==> src/rtl/fifo_rd_stream.sv <==
// Read-side consumer for the synchronous FIFO: turns the one-cycle FIFO read latency into a
// valid/ready stream with a 2-entry skid buffer, frame delimiting and an enable/drain FSM.
module fifo_rd_stream #(
  parameter int unsigned WIDTH     = 16,
  parameter int unsigned FRAME_LEN = 8,
  parameter int unsigned CNT_W     = 32
) (
  input  logic             clk,
  input  logic             rst_n,
  input  logic             en,
  input  logic             fifo_empty,
  input  logic [WIDTH-1:0] fifo_data_out,
  output logic             fifo_rd_en,
  output logic             out_valid,
  input  logic             out_ready,
  output logic [WIDTH-1:0] out_data,
  output logic             out_last,
  output logic [CNT_W-1:0] word_cnt,
  output logic             busy
);

  typedef enum logic [1:0] {StIdle, StRun, StDrain} state_e;

  localparam logic [15:0] LastBeat = 16'(FRAME_LEN - 1);

  state_e           state_q, state_d;
  logic [1:0]       occ_q, occ_d;
  logic             inflight_q, inflight_d;
  logic             head_q, head_d;
  logic             tail_q, tail_d;
  logic [WIDTH-1:0] buf_q [2];
  logic [15:0]      beat_q, beat_d;
  logic [CNT_W-1:0] cnt_q, cnt_d;
  logic             pop, capture, issue_ok;

  assign out_valid = (occ_q != 2'd0);
  assign pop       = out_valid & out_ready;
  assign capture   = inflight_q;
  assign issue_ok  = (state_q == StRun);

  // A pop this cycle frees a slot for the word that lands two edges from now.
  assign fifo_rd_en = issue_ok & ~fifo_empty &
                      ((({1'b0, occ_q} + {2'b00, inflight_q}) < 3'd2) | pop);

  assign out_data = out_valid ? buf_q[head_q] : '0;
  assign out_last = out_valid & (beat_q == LastBeat);
  assign word_cnt = cnt_q;
  assign busy     = (state_q != StIdle);

  always_comb begin
    occ_d      = occ_q;
    head_d     = head_q;
    tail_d     = tail_q;
    beat_d     = beat_q;
    cnt_d      = cnt_q;
    inflight_d = fifo_rd_en;
    if (capture) begin
      tail_d = ~tail_q;
    end
    if (pop) begin
      head_d = ~head_q;
      cnt_d  = cnt_q + CNT_W'(1);
      beat_d = (beat_q == LastBeat) ? 16'd0 : beat_q + 16'd1;
    end
    case ({capture, pop})
      2'b10:   occ_d = occ_q + 2'd1;
      2'b01:   occ_d = occ_q - 2'd1;
      default: occ_d = occ_q;
    endcase
  end

  always_comb begin
    state_d = state_q;
    unique case (state_q)
      StIdle: begin
        if (en) state_d = StRun;
      end
      StRun: begin
        if (!en) state_d = StDrain;
      end
      StDrain: begin
        if (en) begin
          state_d = StRun;
        end else if ((occ_d == 2'd0) && !inflight_d) begin
          state_d = StIdle;
        end
      end
      default: state_d = StIdle;
    endcase
  end

  always_ff @(posedge clk or negedge rst_n) begin
    if (!rst_n) begin
      state_q    <= StIdle;
      occ_q      <= 2'd0;
      inflight_q <= 1'b0;
      head_q     <= 1'b0;
      tail_q     <= 1'b0;
      beat_q     <= 16'd0;
      cnt_q      <= '0;
      buf_q[0]   <= '0;
      buf_q[1]   <= '0;
    end else begin
      state_q    <= state_d;
      occ_q      <= occ_d;
      inflight_q <= inflight_d;
      head_q     <= head_d;
      tail_q     <= tail_d;
      beat_q     <= beat_d;
      cnt_q      <= cnt_d;
      if (capture) begin
        buf_q[tail_q] <= fifo_data_out;
      end
    end
  end

  // The credit rule keeps occ + inflight <= 2, so a landing word always finds a free slot.
  a_no_overflow: assert property (@(posedge clk) disable iff (!rst_n)
                                  !(capture && (occ_q == 2'd2)));

endmodule

==> config.mk <==
export PLATFORM = sky130hd
export DESIGN_NAME = fifo_rd_stream
export DESIGN_NICKNAME = d
export VERILOG_FILES = /design/src/rtl/fifo_rd_stream.sv
export SDC_FILE = /design/constraint.sdc
export NUM_CORES = 1
export LEC_CHECK = 0
export ABC_CLOCK_PERIOD_IN_PS = 3200
export CAP_MARGIN = 20
export CORE_MARGIN = 2
export CORE_UTILIZATION = 40
export DETAILED_ROUTE_END_ITERATION = 6
export GPL_TIMING_DRIVEN = 0
export SETUP_SLACK_MARGIN = 0.05
export SLEW_MARGIN = 20
export SYNTH_ARGS = -nofsm -noshare
export SYNTH_HDL_FRONTEND = slang
export SYNTH_SLANG_ARGS = --single-unit
==> constraint.sdc <==
create_clock -name clk -period 3.2 [get_ports clk]
set_input_delay 0.32 -clock clk [delete_from_list [all_inputs] [get_ports clk]]
set_output_delay 0.32 -clock clk [all_outputs]
set_load 0.03 [all_outputs]
Yosys cells after proc, flatten, opt, wreduce, memory -nomap -nowiden
Index checks and enable logic that the tools add are counted.
{"block": "word_totals", "reg_bits": 87, "latchBits": 0, "mem_bits_rw": 0, "mem_bits_ro": 0, "in_bits": 21, "output_inout_bits": 52, "wordCells": 58, "mem_count": 0}
{"block": "op_classes", "addsub": 5, "n_mul": 0, "div_mod_pow": 0, "n_lt_le_gt_ge": 4, "n_eq_ne": 8, "shifts": 0, "muxes": 14, "bitwise": 10, "n_reduce_logical": 8}
{"operator": "$mux W16", "count": 6}
{"operator": "$add A32 B1 Y32 const B", "count": 1}
{"operator": "$bwmux W32", "count": 1}
{"operator": "$add A16 B1 Y16 const B", "count": 1}
{"operator": "$demux W16 S1", "count": 1}
{"operator": "$eq A16 B3 Y1 const B", "count": 1}
{"operator": "$mux W2", "count": 4}
{"operator": "$pmux W2 S3", "count": 1}
{"operator": "$and A1 B1 Y1", "count": 4}
{"operator": "$eq A2 B1 Y1 const B", "count": 2}
{"operator": "$eq A2 B2 Y1 const B", "count": 2}
{"operator": "$ge A2 B2 Y1 const B", "count": 2}
{"operator": "$logic_not A2 Y1", "count": 2}
{"operator": "$ne A2 B2 Y1 const B", "count": 2}
{"operator": "$not A1 Y2", "count": 2}
{"operator": "$pmux W2 S2", "count": 1}
{"operator": "$reduce_bool A2 Y1", "count": 2}
{"operator": "$add A2 B1 Y3", "count": 1}
{"operator": "$lt A3 B2 Y1 const B", "count": 1}
{"operator": "$ne A3 B3 Y1 const B", "count": 1}
{"operator": "$not A1 Y1", "count": 3}
{"operator": "$reduce_and A3 Y1", "count": 1}
{"operator": "$add A2 B1 Y2 const B", "count": 1}
{"operator": "$logic_and A1 B1 Y1", "count": 2}
{"operator": "other kinds (4)", "count": 4}

Logic depth before layout (Yosys ltp)
{"block": "depth", "word_depth": 9, "depth_mapped": 8, "mapped_depth_nobuf": 7}

Least setup slack after synthesis
OpenSTA, ideal clock, no wires.
{"block": "synth_timing", "path_type": "reg-to-reg", "start": "register occ_q[1]", "end": "register state_q[1]", "setup_ns": 0.124, "t_arrival_ns": 1.629, "slack_ns": 1.447, "path_stages_with_launch": 9, "synth_period_minus_slack_ns": 1.753, "path_cell_list": "dfrtp_1 buf_6 o21ai_4 inv_2 ha_1 xnor2_1 nor2_1 xor2_1 o31a_1"}
{"block": "synth_between", "elab_chain_cells": 8}
{"item": "from (decl)", "line": "27", "source": "logic [1:0] occ_q, occ_d;"}
{"item": "from (signal assigned)", "line": "95", "source": "occ_q <= 2'd0;"}
{"item": "from (signal assigned)", "line": "105", "source": "occ_q <= occ_d;"}
{"item": "$reduce_bool A2 Y1", "line": "36", "source": "assign out_valid = (occ_q != 2'd0);"}
{"item": "$and A1 B1 Y1", "line": "37", "source": "assign pop = out_valid & out_ready;"}
{"item": "$eq A2 B1 Y1 / $eq A2 B2 Y1 (equally long branches)", "line": "65", "source": "case ({capture, pop})"}
{"item": "$pmux W2 S2 (*)", "line": "65"}
{"item": "net occ_d[1]", "line": "27"}
{"item": "$logic_not A2 Y1 (*)", "line": "84", "source": "end else if ((occ_d == 2'd0) && !inflight_d) begin"}
{"item": "$logic_and A1 B1 Y1 (*)", "line": "84"}
{"item": "$ne A3 B3 Y1 (no line) (*)"}
{"item": "$reduce_and A3 Y1 (no line) (*)"}
{"item": "to (signal assigned)", "line": "94", "source": "state_q <= StIdle;"}
{"item": "to (signal assigned)", "line": "104", "source": "state_q <= state_d;"}
{"item": "to (decl)", "line": "26", "source": "state_e state_q, state_d;"}
The timed path passes the listed nets; every way through them passes the cells marked *.
A chain may end at the register's enable or synchronous reset.

Worst setup path in the final report
{"block": "layout_timing", "start": "register occ_q[0]", "end": "output port out_data[9]"}
{"block": "layout_between", "elab_chain_cells": 2}
{"item": "$reduce_bool A2 Y1", "line": "36"}
{"item": "$mux W16", "line": "45", "source": "assign out_data = out_valid ? buf_q[head_q] : '0;"}
{"item": "to (decl)", "line": "16", "source": "output logic [WIDTH-1:0] out_data,"}
Every way passes these cells.

==> flow_metrics.py <==
metrics = {
    "run_status": {
        "status": "finished clean",
    },
    "route": {
        "drtIter0Drc": 70,
        "firstDrtPassIters": 4,
        "wl_um": 7758,
        "ant_nets": 0,
        "via_per_inst": 4.815,
        "via_count": 2634,
        "wl_per_cell_um": 14.18,
        "route.detailed.drc": 0,
    },
    "grt": {
        "grt_overflow": 0,
        "grt_use_total_pct": 15.71,
        "antenna_found_initial": 0,
        "grt_pass1_vias": 2767,
        "grt_start_max_net_pins": 50,
        "grt_pass1_wl_um": 13790,
    },
    "synthesis": {
        "yosysWarnings": 0,
        "syn_nets": 348,
        "syn_area_per_cell_um2": 12.33,
        "seq_area_frac_synth_pct": 54.51,
        "synth-edff-count": 0,
        "ys_types": 37,
        "synth_top_area_cell": "dfrtp_1",
        "ys_seq_elements": 87,
        "yosysMostFrequentCell": "dfrtp_1",
        "synthTopCellsByCount": "dfrtp_1 (87), xnor2_1 (40), mux2_2 (32)",
        "synth-main-ff-cell": "dfrtp_1",
        "synth.area.top_cells": "dfrtp_1 (55%), mux2_2 (9.0%), xnor2_1 (8.8%), mux2i_1 (4.0%), nor2_1 (2.4%)",
        "syn_area_um2": 3994,
        "synth_top_area_share_pct": 54.51,
        "synth_async_sr_flop_share_pct": 100.0,
        "synth_cells": 324,
    },
    "clocking": {
        "cts_htree_levels": 3,
        "clkTransAtPathRegs_ns": 0.09,
        "cts_hold_buffers": 1,
        "cts_setup_buffers": 0,
        "ctsResizeCount": 0,
        "clock-sinks": 87,
        "clk_path_buf_depth": 2,
        "cts_tree": "done",
        "cts-root-buf": "clkbuf_8",
        "cts_made_buffers": 9,
        "clkLatencyLatePin_ns": 0.36,
    },
    "worst_setup_path": {
        "cp_max_fo": 10,
        "cp-start-kind": "flip-flop",
        "crit_type": "reg -> out",
        "crit_chain": "buf_6 > nor2_1 > clkbuf_1 > nor2_1 > clkdlybuf4s50_1",
        "crit_top_cell": "nor2_1",
        "cp_top_family": "buffers and inverters",
        "cpPeakStageDelay_ns": 0.61,
        "slowest_stage": "clkdlybuf4s50_1",
        "crit_required_ns": 2.88,
        "timing.critical_path.buf_inv": 3,
        "worstSetupEndpointType": "output port",
        "cp.arrival_ns": 2.57,
    },
    "power": {
        "p_int_w": 0.002619,
        "powerDensity_nw_per_um2": 824.1,
        "p_switching_w": 0.001593,
        "clockPowerShare_pct": 18.1,
        "ir_drop_uv": 670.2,
        "power_frac_seq_pct": 38.6,
        "comb_power_share_pct": 43.3,
        "cellLeakagePower_nw": 2.236,
        "swShare_pct": 37.81,
    },
    "sta": {
        "slew-limit-headroom_pct": 57.11,
        "worstMarginPinSlew_ns": 0.6410,
        "setup_violations": 0,
        "finalHoldViolCount": 0,
        "fmax_mhz": 346.6,
        "rsz0062_at_grt": "false",
        "slew_violations": 0,
        "fin_setup_tns_ns": 0,
        "fin_hold_ws_ns": 0.4699,
        "period_share_pct": 90.16,
        "fin_crit_ns": 2.885,
        "fin_skew_ns": 0.01113,
    },
    "die": {
        "dieArea_um2": 10800,
        "initial_core_util_pct": 41.05,
        "row_count": 36,
        "ioPinCount": 73,
        "die_h_um": 103.9,
        "die_w_um": 103.9,
        "core_area_um2": 9729,
    },
    "place": {
        "port_buffers": 72,
        "dp_hpwl_um": 5504,
        "dp_cells": 530,
        "routabilityCongestion": 0.7425,
    },
    "min_path": {
        "hold_path.class": "in -> async",
    },
    "layout": {
        "syn_to_final_growth_pct": 27.98,
        "final_nets": 433,
        "fin_cells": 547,
        "antenna_cells": 0,
        "final_layout_size_suffix_gt1_share_pct": 16.91,
    },
    "job": {
        "maxCapViolations": 0,
    },
}
[cells by family after synthesis]
kind of cell | Yosys count | synth area share (%)
xor+xnor | 50 | 10.96
simple gates | 114 | 15.95
flops | 87 | 54.51
compound gates | 8 | 2.381
buf+inv | 14 | 2.224
mux | 48 | 13.03
fa+ha+maj | 3 | 0.9399
[final cells by class]
| type | instances | area [µm²] |
|---|---|---|
| Tap cell | 133 | 166.4 |
| Clock buffer | 10 | 127.6 |
| Buffer | 11 | 77.57 |
| Multi-Input combinational cell | 223 | 1728 |
| Inverter | 3 | 11.26 |
| Fill cell | 888 | 4618 |
| Clock inverter | 6 | 67.56 |
| Sequential cell | 87 | 2177 |
| Timing Repair Buffer | 74 | 755.7 |
[final timing paths]
path / to / slack [ns] / startpoint / cells past startpoint
hold reg to reg: word_cnt[31] / 0.47 / word_cnt[31] / 1
hold / removal: buf_q[26] / 0.47 / rst_n / 2
setup / recovery: out_data[9] / 0.31 / occ_q[0] / 5
max in group asynchronous: word_cnt[3] / 2.10 / rst_n / 3
setup reg to reg: state_q[1] / 1.26 / occ_q[1] / 8
min in group clk: word_cnt[31] / 0.47 / word_cnt[31] / 1
[sequential cells by signal, indices dropped and copies added, names as in the netlist]
signal and flops:
buf_q 32, word_cnt 32, beat_q 16, occ_q 2
state_q 2, capture 1, head_q 1, tail_q 1
[routing by layer]
metal	global-route usage [%]	up-vias	wire length, µm
met2	24.25	46	3615
met4	5.502	0	119
met5	0	-	0
met3	3.947	14	326
li1	-	1287	-
met1	21.61	1287	3697
[cell usage in the layout, fill, tap and decap left out, types with 2 or more instances in the layout]
master	synthesis	final
inv_1	2	2
inv_6	0	2
mux2_2	32	32
buf_2	5	5
and3_1	10	10
nor2_1	26	26
xnor2_1	40	40
buf_6	3	3
nor3_1	6	6
nand3_1	18	18
dfrtp_1	87	87
nand2_1	19	19
nor4_1	2	2
nand2b_1	3	3
buf_4	2	3
ha_1	3	3
clkbuf_8	0	9
nor4_4	2	2
nand4_1	13	13
clkdlybuf4s50_1	0	71
clkbuf_1	1	2
and4_1	4	4
and2_1	3	3
mux2i_1	16	16
a21oi_1	2	2
xor2_1	10	10
nor2b_1	2	2
clkinvlp_4	0	2
[power by group through the flow]
stage          Sequential, W  Combinational [W]  Clock, W
2_1_floorplan        0.00167            0.00116         0
6_report             0.00162            0.00182  0.000764
4_1_cts              0.00163            0.00186  0.000806
3_5_place_dp         0.00165            0.00185         0
3_3_place_gp         0.00164            0.00183         0
5_1_grt              0.00167            0.00197  0.000848
[stage by stage]
step	total power, W	util, %	instance area [µm²]	worst slack (ns)
floorplan	0.002836	-	3994	1.447
global placement	0.003465	50.17	4881	-1.395
detailed placement	0.003503	50.42	4906	0.6015
CTS	0.004295	52.53	5111	0.1935
global route	0.004492	52.53	5111	0.1023
finish	0.004212	52.53	5111	0.3148
Note: power is estimated with default switching activity, not from simulation.
